`config.mk`:
```
export PLATFORM = sky130hd
export DESIGN_NAME = acondicionador_botones
export DESIGN_NICKNAME = d
export VERILOG_FILES = /design/src/rtl/acondicionador_botones_pkg.sv /design/src/rtl/acondicionador_botones_canal_boton.sv /design/src/rtl/acondicionador_botones.sv
export SDC_FILE = /design/constraint.sdc
export NUM_CORES = 1
export LEC_CHECK = 0
export BUFFER_PORTS_ARGS = -buffer_cell sky130_fd_sc_hd__buf_4
export CELL_PAD_IN_SITES_DETAIL_PLACEMENT = 2
export CELL_PAD_IN_SITES_GLOBAL_PLACEMENT = 2
export CORE_ASPECT_RATIO = 1.75
export CORE_MARGIN = 4
export CORE_UTILIZATION = 41
export DETAILED_ROUTE_END_ITERATION = 16
export PLACE_DENSITY = 0.91
export SLEW_MARGIN = 25
export SYNTH_ARGS = -nofsm -noshare
export SYNTH_HDL_FRONTEND = slang
export SYNTH_SLANG_ARGS = --single-unit
```
`constraint.sdc`:
```
create_clock -name clk -period 2.8 [get_ports clk]
set_input_delay 0.28 -clock clk [delete_from_list [all_inputs] [get_ports clk]]
set_output_delay 0.28 -clock clk [all_outputs]
set_load 0.03 [all_outputs]
```
`src/rtl/acondicionador_botones_pkg.sv`:
```
// -----------------------------------------------------------------------------
// botones_pkg
//
// Shared definitions for the push-button conditioner (acondicionador_botones)
// and its per-channel core (canal_boton):
//   - estado_t : per-channel FSM state encoding (3 bits)
//   - default cycle counts for a 50 MHz system clock
//   - counter-width helpers built on $clog2
//
// Optional build macro used by the users of this package: AUTO_REPEAT_EN.
// -----------------------------------------------------------------------------
package botones_pkg;

    typedef enum logic [2:0] {
        ST_IDLE        = 3'd0,
        ST_DEB_PRESS   = 3'd1,
        ST_PRESSED     = 3'd2,
        ST_HELD        = 3'd3,
        ST_DEB_RELEASE = 3'd4
    } estado_t;

    // Defaults for 50 MHz: 20 ms debounce, 5 s hold, 1 s auto-repeat.
    localparam int unsigned DEB_CYCLES_DEF    = 32'd1000000;
    localparam int unsigned HOLD_CYCLES_DEF   = 32'd250000000;
    localparam int unsigned REPEAT_CYCLES_DEF = 32'd50000000;

    // Width of a counter that must hold the values 0 .. n-1.
    // Never returns 0 so that n == 1 still yields a legal 1-bit vector.
    function automatic int unsigned ancho_contador(input int unsigned n);
        return (n <= 1) ? 1 : $clog2(n);
    endfunction

    // Hold/repeat counter shares one register, so it is sized for the larger.
    function automatic int unsigned ancho_hold(input int unsigned hold_c,
                                               input int unsigned rep_c);
        return ancho_contador((hold_c > rep_c) ? hold_c : rep_c);
    endfunction

endpackage

```
`src/rtl/acondicionador_botones_canal_boton.sv`:
```
// -----------------------------------------------------------------------------
// canal_boton
//
// One push-button channel: 2-FF synchroniser, debounce FSM, hold timer and
// registered level / pulse outputs.
//
// The input is already polarity-normalised (1 = pressed), so the synchroniser
// resets to 0, i.e. the inactive level, and no press is seen after reset.
//
// Ports:
//   clk       : system clock
//   reset     : asynchronous reset, active low
//   i_btn     : raw normalised button (asynchronous to clk)
//   o_level   : debounced pressed level
//   o_press   : 1-cycle pulse on accepted press
//   o_release : 1-cycle pulse on accepted release
//   o_hold    : 1-cycle pulse when the hold time elapses
//
// Build macro: AUTO_REPEAT_EN -- when defined, o_hold repeats every
// REPEAT_CYCLES cycles while the button stays held.
// -----------------------------------------------------------------------------
module canal_boton
    import botones_pkg::*;
#(
    parameter int unsigned DEB_CYCLES    = DEB_CYCLES_DEF,
    parameter int unsigned HOLD_CYCLES   = HOLD_CYCLES_DEF,
    parameter int unsigned REPEAT_CYCLES = REPEAT_CYCLES_DEF
) (
    input  logic clk,
    input  logic reset,
    input  logic i_btn,
    output logic o_level,
    output logic o_press,
    output logic o_release,
    output logic o_hold
);

    localparam int unsigned DW = ancho_contador(DEB_CYCLES);
    localparam int unsigned HW = ancho_hold(HOLD_CYCLES, REPEAT_CYCLES);

    localparam logic [DW-1:0] DEB_LAST  = DW'(DEB_CYCLES - 1);
    localparam logic [HW-1:0] HOLD_LAST = HW'(HOLD_CYCLES - 1);
`ifdef AUTO_REPEAT_EN
    localparam logic [HW-1:0] REP_LAST  = HW'(REPEAT_CYCLES - 1);
`endif

    // Synchroniser
    logic r_sync1;
    logic r_sync2;
    logic w_s;

    // FSM state, counters and registered outputs
    estado_t       r_estado;
    estado_t       w_estado_sig;
    logic [DW-1:0] r_dcnt;
    logic [DW-1:0] w_dcnt_sig;
    logic [HW-1:0] r_hcnt;
    logic [HW-1:0] w_hcnt_sig;
    logic          r_held;
    logic          w_held_sig;
    logic          r_level;
    logic          w_level_sig;
    logic          r_press;
    logic          w_press_sig;
    logic          r_release;
    logic          w_release_sig;
    logic          r_hold;
    logic          w_hold_sig;

    always_ff @(posedge clk or negedge reset) begin
        if (!reset) begin
            r_sync1 <= 1'b0;
            r_sync2 <= 1'b0;
        end else begin
            r_sync1 <= i_btn;
            r_sync2 <= r_sync1;
        end
    end

    assign w_s = r_sync2;

    always_ff @(posedge clk or negedge reset) begin
        if (!reset) begin
            r_estado  <= ST_IDLE;
            r_dcnt    <= '0;
            r_hcnt    <= '0;
            r_held    <= 1'b0;
            r_level   <= 1'b0;
            r_press   <= 1'b0;
            r_release <= 1'b0;
            r_hold    <= 1'b0;
        end else begin
            r_estado  <= w_estado_sig;
            r_dcnt    <= w_dcnt_sig;
            r_hcnt    <= w_hcnt_sig;
            r_held    <= w_held_sig;
            r_level   <= w_level_sig;
            r_press   <= w_press_sig;
            r_release <= w_release_sig;
            r_hold    <= w_hold_sig;
        end
    end

    always_comb begin
        w_estado_sig  = r_estado;
        w_dcnt_sig    = r_dcnt;
        w_hcnt_sig    = r_hcnt;
        w_held_sig    = r_held;
        w_press_sig   = 1'b0;
        w_release_sig = 1'b0;
        w_hold_sig    = 1'b0;

        unique case (r_estado)
            ST_IDLE: begin
                if (w_s) begin
                    w_estado_sig = ST_DEB_PRESS;
                    w_dcnt_sig   = '0;
                end
            end

            ST_DEB_PRESS: begin
                if (!w_s) begin
                    w_estado_sig = ST_IDLE;
                end else if (r_dcnt == DEB_LAST) begin
                    w_estado_sig = ST_PRESSED;
                    w_press_sig  = 1'b1;
                    w_hcnt_sig   = '0;
                end else begin
                    w_dcnt_sig = r_dcnt + 1'b1;
                end
            end

            ST_PRESSED: begin
                // hcnt is deliberately not cleared on the way to DEB_RELEASE:
                // a release glitch only pauses the hold timer.
                if (!w_s) begin
                    w_estado_sig = ST_DEB_RELEASE;
                    w_dcnt_sig   = '0;
                end else if (r_hcnt == HOLD_LAST) begin
                    w_estado_sig = ST_HELD;
                    w_hold_sig   = 1'b1;
                    w_held_sig   = 1'b1;
`ifdef AUTO_REPEAT_EN
                    w_hcnt_sig   = '0;
`endif
                end else begin
                    w_hcnt_sig = r_hcnt + 1'b1;
                end
            end

            ST_HELD: begin
                if (!w_s) begin
                    w_estado_sig = ST_DEB_RELEASE;
                    w_dcnt_sig   = '0;
                end
`ifdef AUTO_REPEAT_EN
                else if (r_hcnt == REP_LAST) begin
                    w_hold_sig = 1'b1;
                    w_hcnt_sig = '0;
                end else begin
                    w_hcnt_sig = r_hcnt + 1'b1;
                end
`endif
            end

            ST_DEB_RELEASE: begin
                // r_held tells which pressed state to resume after a glitch.
                if (w_s) begin
                    w_estado_sig = r_held ? ST_HELD : ST_PRESSED;
                end else if (r_dcnt == DEB_LAST) begin
                    w_estado_sig  = ST_IDLE;
                    w_release_sig = 1'b1;
                    w_held_sig    = 1'b0;
                end else begin
                    w_dcnt_sig = r_dcnt + 1'b1;
                end
            end

            default: begin
                w_estado_sig = ST_IDLE;
                w_held_sig   = 1'b0;
            end
        endcase

        w_level_sig = (w_estado_sig == ST_PRESSED) ||
                      (w_estado_sig == ST_HELD)    ||
                      (w_estado_sig == ST_DEB_RELEASE);
    end

    assign o_level   = r_level;
    assign o_press   = r_press;
    assign o_release = r_release;
    assign o_hold    = r_hold;

endmodule

```
`src/rtl/acondicionador_botones.sv`:
```
// -----------------------------------------------------------------------------
// acondicionador_botones
//
// Push-button front end for the modes/levels block. Each of N_BOTONES raw,
// asynchronous, bouncing button pins is synchronised and debounced, giving a
// clean level plus 1-cycle press, release and long-hold pulses. btn_hold
// drives the 5-second inputs of the modes block.
//
// Ports:
//   clk         : system clock
//   reset       : asynchronous reset, active low (0 = in reset)
//   btn_raw     : raw button pins, asynchronous to clk
//   btn_level   : debounced pressed level per channel
//   btn_press   : 1-cycle pulse on accepted press
//   btn_release : 1-cycle pulse on accepted release
//   btn_hold    : 1-cycle pulse when HOLD_CYCLES pressed cycles have elapsed
//
// Build macro: AUTO_REPEAT_EN -- when defined, btn_hold repeats every
// REPEAT_CYCLES cycles while a button remains held.
// -----------------------------------------------------------------------------
module acondicionador_botones
    import botones_pkg::*;
#(
    parameter int unsigned N_BOTONES      = 2,
    parameter int unsigned BTN_ACTIVE_LOW = 1,
    parameter int unsigned DEB_CYCLES     = DEB_CYCLES_DEF,
    parameter int unsigned HOLD_CYCLES    = HOLD_CYCLES_DEF,
    parameter int unsigned REPEAT_CYCLES  = REPEAT_CYCLES_DEF
) (
    input  logic                 clk,
    input  logic                 reset,
    input  logic [N_BOTONES-1:0] btn_raw,
    output logic [N_BOTONES-1:0] btn_level,
    output logic [N_BOTONES-1:0] btn_press,
    output logic [N_BOTONES-1:0] btn_release,
    output logic [N_BOTONES-1:0] btn_hold
);

    // Inverting a single asynchronous bit ahead of the synchroniser is
    // equivalent to normalising after it, and lets every channel reset its
    // synchroniser to 0 (the inactive level).
    localparam logic [N_BOTONES-1:0] POL_MASK =
        (BTN_ACTIVE_LOW != 0) ? {N_BOTONES{1'b1}} : {N_BOTONES{1'b0}};

    logic [N_BOTONES-1:0] w_btn_norm;

    assign w_btn_norm = btn_raw ^ POL_MASK;

    for (genvar g = 0; g < N_BOTONES; g++) begin : g_canal
        canal_boton #(
            .DEB_CYCLES    (DEB_CYCLES),
            .HOLD_CYCLES   (HOLD_CYCLES),
            .REPEAT_CYCLES (REPEAT_CYCLES)
        ) u_canal (
            .clk       (clk),
            .reset     (reset),
            .i_btn     (w_btn_norm[g]),
            .o_level   (btn_level[g]),
            .o_press   (btn_press[g]),
            .o_release (btn_release[g]),
            .o_hold    (btn_hold[g])
        );
    end

endmodule

```
==> results of run 1 <==
-- critical path, cell delays in order, from the launching register on --
cell,delay [ns]
dfrtp_1,0.46
nor4b_2,0.35
nand4_2,0.23
or4_4,0.51
and2_4,0.21
or4_4,0.54
mux2_4,0.31
-- how the worst max path moves through the flow --
| stage | slack (ns) | to | start | cells after the start |
|---|---|---|---|---|
| after floorplan | 0.33 | g_canal[0].u_canal.r_hcnt[27]$_DFFE_PN0P_ | g_canal[0].u_canal.r_dcnt[6]$_DFFE_PN0P_ | 6 |
| after global placement | 0.22 | g_canal[0].u_canal.r_hcnt[27]$_DFFE_PN0P_ | g_canal[0].u_canal.r_dcnt[15]$_DFFE_PN0P_ | 6 |
| after detailed placement | 0.12 | g_canal[1].u_canal.r_dcnt[0]$_DFFE_PN0P_ | g_canal[1].u_canal.r_dcnt[7]$_DFFE_PN0P_ | 5 |
| after CTS | 0.06 | g_canal[0].u_canal.r_hcnt[11]$_DFFE_PN0P_ | g_canal[0].u_canal.r_dcnt[6]$_DFFE_PN0P_ | 9 |
| after global routing | 0.003 | g_canal[0].u_canal.r_hcnt[27]$_DFFE_PN0P_ | g_canal[0].u_canal.r_dcnt[15]$_DFFE_PN0P_ | 6 |
| final | 0.07 | g_canal[0].u_canal.r_hcnt[27]$_DFFE_PN0P_ | g_canal[0].u_canal.r_dcnt[15]$_DFFE_PN0P_ | 6 |
-- cell type report --
cell class	instances	share of cell area, %
Clock inverter	11	1.648
Clock buffer	21	6.137
Inverter	19	0.9303
Tap cell	189	3.085
Sequential cell	116	37.87
Multi-Input combinational cell	549	45.76
Timing Repair Buffer	41	4.570
-- sequential cells by signal, indices dropped and copies added, names as in the netlist --
signal                     cells
g_canal.u_canal.r_sync2        2
g_canal.u_canal.r_dcnt        40
g_canal.u_canal.r_held         2
g_canal.u_canal.o_hold         2
g_canal.u_canal.r_hcnt        56
g_canal.u_canal.o_level        2
g_canal.u_canal.o_press        2
g_canal.u_canal.o_release      2
g_canal.u_canal.r_estado       6
g_canal.u_canal.r_sync1        2
-- layer usage --
layer / routed length [µm] / global-route usage [%] / part of all wire (%) / up-vias
met5: 0 / 0 / 0 / -
met4: 735 / 11.26 / 3.2 / 0
met3: 472 / 4.720 / 2.1 / 57
met2: 13130 / 50.65 / 58 / 111
met1: 8415 / 27.48 / 37 / 3090
li1: - / - / - / 2649
-- logic make-up after synthesis --
group,Yosys count,share of synthesized area [%]
compound gates,148,15.61
flops,116,43.67
simple gates,341,28.28
mux,8,1.337
buf+inv,56,4.029
fa+ha+maj,4,0.7530
xor+xnor,48,6.325
-- per-stage QoR --
step	setup WS (ns)	utilization, %	total power [µW]	area [µm²]
2_1_floorplan	0.3302	-	1867	6646
3_3_place_gp	0.2216	44.18	1936	7013
3_5_place_dp	0.1219	44.18	1964	7013
4_1_cts	0.06322	48.13	4221	7641
5_1_grt	0.002507	48.29	4339	7666
6_report	0.07000	48.29	4195	7666
-- where the power goes --
group | total, µW | internal (µW) | switching [µW]
combinational | 192 | 61.9 | 130
clock | 2240 | 1380 | 863
sequential | 1760 | 1710 | 48.3
total | 4200 | 3150 | 1040
-- placed cells by master (no fill, tap or decap), types with 17 or more instances in the layout --
| master | n |
|---|---|
| nand2_1 | 66 |
| dfrtp_1 | 116 |
| nor2_1 | 80 |
| nand4_1 | 23 |
| o21ai_0 | 34 |
| and3_1 | 19 |
| inv_1 | 19 |
| buf_4 | 36 |
| a21oi_1 | 38 |
| xnor2_1 | 44 |
| nand3_1 | 41 |
| clkbuf_16 | 17 |
-- repair_timing --
action / 4_1_cts / 5_1_grt
pin swaps: 0 / 1
setup buffers: 0 / 1
resized for setup: 2 / 9
endpoints found under the setup margin: 1 / 16
gates cloned: 0 / 0
hold buffers: 2 / 0
endpoints found under the hold margin: 28 / 0
==> impl_metrics.toml, run 1 <==
[cts]
cts_tree = "done"
cts.path.max_buffers = 2
clk-insertion-delay-late_ns = 0.43
cts_num_sinks = 116
numCtsBuffers = 17
clk_pin_slew_ns = 0.06
ctsHtreeMaxLevel = 4
cts-root-buf = "clkbuf_16"

[placement]
io_buffers = 11
dp_hpwl_um = 14470
place_congestion = 0.8147
numPlacedInstances = 911

[routing]
first_pass_iters = 4
antenna_left = 0
drt-initial-drc-count = 201
vias = 5907
route.detailed.drc = 0
drt_wl_total_um = 22760
wire_per_inst_um = 24.05
avgViaCountPerCell = 6.244

[logic_synthesis]
synth_warnings = 0
synth_top_area_share_pct = 43.67
ys.flop_type = "dfrtp_1"
yosysSeqAreaShare_pct = 43.67
synth_area_mm2 = 0.006646
synth_area_per_cell_um2 = 9.218
postSynthCellCount = 721
syn-num-nets = 729
synthTopCellsByArea = "dfrtp_1 44%, xnor2_1 5.8%, nor2_1 4.5%, nand2_1 3.7%, nand3_1 3.2%"
ys_types = 77
synthMostInstantiatedCell = "dfrtp_1"
synth_edf_count = 0
synthTopCellsByCount = "116 x dfrtp_1, 80 x nor2_1, 66 x nand2_1, 44 x xnor2_1, 42 x nand3_1"
ys_ff_latch = 116
async_reset_ff_share_pct = 100.0
synth_area_leader_cell = "dfrtp_1"

[global_route]
grt_pass1_vias = 6809
grt_max_degree = 59
grt_overflow = 0
grt_pass1_wl_um = 38240
antenna_found_initial = 0
gr-usage-all-layers_pct = 26.23

[worst_setup_path]
r2r_start = "g_canal[0].u_canal.r_dcnt[15]$_DFFE_PN0P_"
crit_path_start_kind = "flip-flop"
r2r_slack_ns = 0.07
setup.worst_path.end_class = "flip-flop"
crit_path_max_fanout = 7
critPathRequiredTime_ns = 3.11
arrival_ns = 3.04
r2r-end = "g_canal[0].u_canal.r_hcnt[27]$_DFFE_PN0P_"
critPathKind = "flip-flop to flip-flop"
reg2reg_depth = 6

[die]
fp.dieW_um = 104.2
fp-row-count = 61
boundaryPins = 12
start_util_pct = 41.87
dieArea_mm2 = 0.01839
die_y_um = 176.4
core_area_mm2 = 0.01588

[sta]
finalHoldViolations = 0
rsz0062_at_grt = "false"
relSlewSlack_pct = 52.90
holdWs_ns = 0.03881
fin_crit_sh_pct = 97.50
drv_slew = 0
fin_crit_ns = 2.730
worstMarginPinSlew_ns = 0.7065
finClkSkew_ns = 0.01393
fmax_ghz = 0.3663
setup_tns_ns = 0
setup_viol = 0

[cells_and_area]
instances_no_fill = 946
antenna_cells = 0
regArea_mm2 = 0.002903
drive_gt1_share_pct = 15.06
multi_input_area_mm2 = 0.003508
area_growth_pct = 15.34
nets = 752
n_fill_cell = 1669

[run_status]
outcome = "complete, no violations"

[flow_run]
maxCapViolCount = 0

[power_and_ir_drop]
power_density_mw_per_mm2 = 547.2
cellLeakagePower_uw = 0.003125
vdd_drop_max_mv = 0.3930

[hold_path]
hold_path_end = "g_canal[1].u_canal.r_sync1$_DFF_PN0_"
hold_depth = 2
min_path_type = "input pin to flip-flop"
hp-start = "btn_raw[1]"
Note: power is estimated with default switching activity, not from simulation.
==> inputs of run 2 (changes only) <==
--- a/config.mk
+++ b/config.mk
@@ -8,11 +8,10 @@
 export BUFFER_PORTS_ARGS = -buffer_cell sky130_fd_sc_hd__buf_4
 export CELL_PAD_IN_SITES_DETAIL_PLACEMENT = 2
 export CELL_PAD_IN_SITES_GLOBAL_PLACEMENT = 2
-export CORE_ASPECT_RATIO = 1.75
 export CORE_MARGIN = 4
-export CORE_UTILIZATION = 41
+export CORE_UTILIZATION = 44
 export DETAILED_ROUTE_END_ITERATION = 16
-export PLACE_DENSITY = 0.91
+export PLACE_DENSITY = 0.95
 export SLEW_MARGIN = 25
 export SYNTH_ARGS = -nofsm -noshare
 export SYNTH_HDL_FRONTEND = slang
==> constraint.sdc (replaced) <==
create_clock -name clk -period 3.5 [get_ports clk]
set_input_delay 0.35 -clock clk [delete_from_list [all_inputs] [get_ports clk]]
set_output_delay 0.35 -clock clk [all_outputs]
set_load 0.03 [all_outputs]
==> run 2 against run 1 <==
Total power decreased by 21%. Clock power down 20%. Worst setup slack better by 0.46 ns. Combinational power down 32%. Count of clock-buffer cells in the layout stayed put. Wire length shrank 7.3%. Clock skew is 0.0053 ns lower. Sequential share of layout area increased by 1.1 points. Hold slack gained 0.015 ns. Maximum frequency is 8.0% lower.
==> impl_metrics.toml, run 2 (synthesized netlist as in run 1, its figures left out) <==
[routing]
route.detailed.drc = 0
wire_per_inst_um = 22.88
avgViaCountPerCell = 6.153
vias = 5673
drt-initial-drc-count = 398
antenna_left = 0
first_pass_iters = 4
drt_wl_total_um = 21090

[global_route]
grt_pass1_vias = 6457
gr-usage-all-layers_pct = 26.18
grt_max_degree = 67
grt_overflow = 0
antenna_found_initial = 0
grt_pass1_wl_um = 34810

[die]
boundaryPins = 12
die_y_um = 130.9
fp-row-count = 44
fp.dieW_um = 130.9
core_area_mm2 = 0.01464
start_util_pct = 45.39
dieArea_mm2 = 0.01714

[cts]
cts.path.max_buffers = 2
cts_tree = "done"
cts_setup_buffers = 0
clk_pin_slew_ns = 0.05
clk-insertion-delay-late_ns = 0.43
cts_hold_repair.buffers = 0
cts_resized = 0
ctsHtreeMaxLevel = 4
cts-root-buf = "clkbuf_16"
numCtsBuffers = 17
cts_num_sinks = 116

[cells_and_area]
final_util_pct = 50.91
final_cell_mix = "116 x dfrtp_1, 80 x nor2_1, 66 x nand2_1"
fin_area_mm2 = 0.007455
largestRegisters = "g_canal.u_canal.r_hcnt (56), g_canal.u_canal.r_dcnt (40), g_canal.u_canal.r_estado (6)"
multi_input_area_mm2 = 0.003480
antenna_cells = 0
largest_register_ffs = 56
largest-register = "g_canal.u_canal.r_hcnt"
nets = 733
drive_gt1_share_pct = 12.20
mostFrequentLayoutCell = "dfrtp_1"
area_growth_pct = 12.16
regArea_mm2 = 0.002903
n_fill_cell = 1547
instances_no_fill = 922

[sta]
drv_slew = 0
fmax_ghz = 0.3369
finClkSkew_ns = 0.008667
worstMarginPinSlew_ns = 0.9532
relSlewSlack_pct = 36.46
rsz0062_at_grt = "false"
setup_tns_ns = 0
setup_viol = 0
finalHoldViolations = 0
fin_crit_sh_pct = 84.79
fin_crit_ns = 2.968

[flow_run]
maxCapViolCount = 0

[worst_setup_path]
crit_path_start_kind = "flip-flop"
crit_path_max_fanout = 25
critPathRequiredTime_ns = 3.80
critPathKind = "flip-flop to flip-flop"
arrival_ns = 3.27
setup.worst_path.end_class = "flip-flop"

[power_and_ir_drop]
p_sw_uw = 768.7
p_comb_share_pct = 3.9
power_density_mw_per_mm2 = 446.2
power_frac_clock_pct = 53.9
seqPwrFrac_pct = 42.2
cellLeakagePower_uw = 0.003029
vdd_drop_max_mv = 0.3702
intPower_uw = 2557
p_total_uw = 3326
swShare_pct = 23.11

[placement]
place_congestion = 0.8021
dp_hpwl_um = 13850
dpl_cell_area_mm2 = 0.006862
numPlacedInstances = 890
io_buffers = 11

[run_status]
outcome = "complete, no violations"

[hold_path]
min_path_type = "input pin to async pin"
## run 2: cell types whose count changed in the layout (fill, tap and decap cells not counted), sizes merged
| cell | change |
|---|---|
| buf | -17 |
| clkinv | +3 |
| clkinvlp | -3 |
| dlygate4sd3 | -2 |
| bufinv | +1 |
| inv | -1 |
## run 2: layout make-up
class | count | share of cell area (%)
Timing Repair Buffer | 22 | 2.383
Clock buffer | 21 | 6.177
Tap cell | 184 | 3.088
Sequential cell | 116 | 38.94
Multi-Input combinational cell | 549 | 46.68
Inverter | 19 | 0.9567
Clock inverter | 11 | 1.779
## run 2: path summary, 6_finish.rpt
path,cells past startpoint,from,endpoint,slack (ns)
hold reg to reg,0,g_canal[0].u_canal.r_sync1$_DFF_PN0_,g_canal[0].u_canal.r_sync2$_DFF_PN0_,0.35
max in group asynchronous,2,reset,g_canal[0].u_canal.r_dcnt[3]$_DFFE_PN0P_,2.66
setup reg to reg,7,g_canal[1].u_canal.r_dcnt[0]$_DFFE_PN0P_,g_canal[1].u_canal.r_hcnt[14]$_DFFE_PN0P_,0.53
hold / removal,1,reset,g_canal[1].u_canal.r_hcnt[16]$_DFFE_PN0P_,0.05
min in group clk,2,btn_raw[0],g_canal[0].u_canal.r_sync1$_DFF_PN0_,0.06
setup / recovery,7,g_canal[1].u_canal.r_dcnt[0]$_DFFE_PN0P_,g_canal[1].u_canal.r_hcnt[14]$_DFFE_PN0P_,0.53
## run 2: metal layers
layer,vias to the layer above,wire length [µm],GRT usage (%)
met2,99,11270,47.64
met4,0,488,9.074
met5,-,0,0
met3,41,465,5.732
met1,2921,8865,30.29
li1,2612,-,-
## run 2: per-stage QoR
| stage | hold WS, ns | worst slack (ns) |
|---|---|---|
| after detailed placement | 0.3386 | 0.5711 |
| after global placement | 0.3380 | 0.8311 |
| final | 0.05381 | 0.5322 |
| after floorplan | 0.05441 | 1.030 |
| after global routing | 0.04998 | 0.3555 |
| after CTS | 0.04043 | 0.5528 |
## run 2: critical path, cell delays in order (launching register included)
cell	delay, ns
dfrtp_1	0.39
ha_1	0.23
and3_1	0.31
nand4_1	0.12
or3_1	0.76
a2111oi_0	0.76
xnor2_1	0.20
nor2_1	0.06
## run 2: power by group through the flow
stage / registers [µW] / logic, µW / clock network [µW]
after global placement: 1420 / 120 / 0
after CTS: 1400 / 133 / 1820
after global routing: 1410 / 146 / 1900
after floorplan: 1410 / 78.8 / 0
after detailed placement: 1430 / 131 / 0
final: 1400 / 130 / 1790
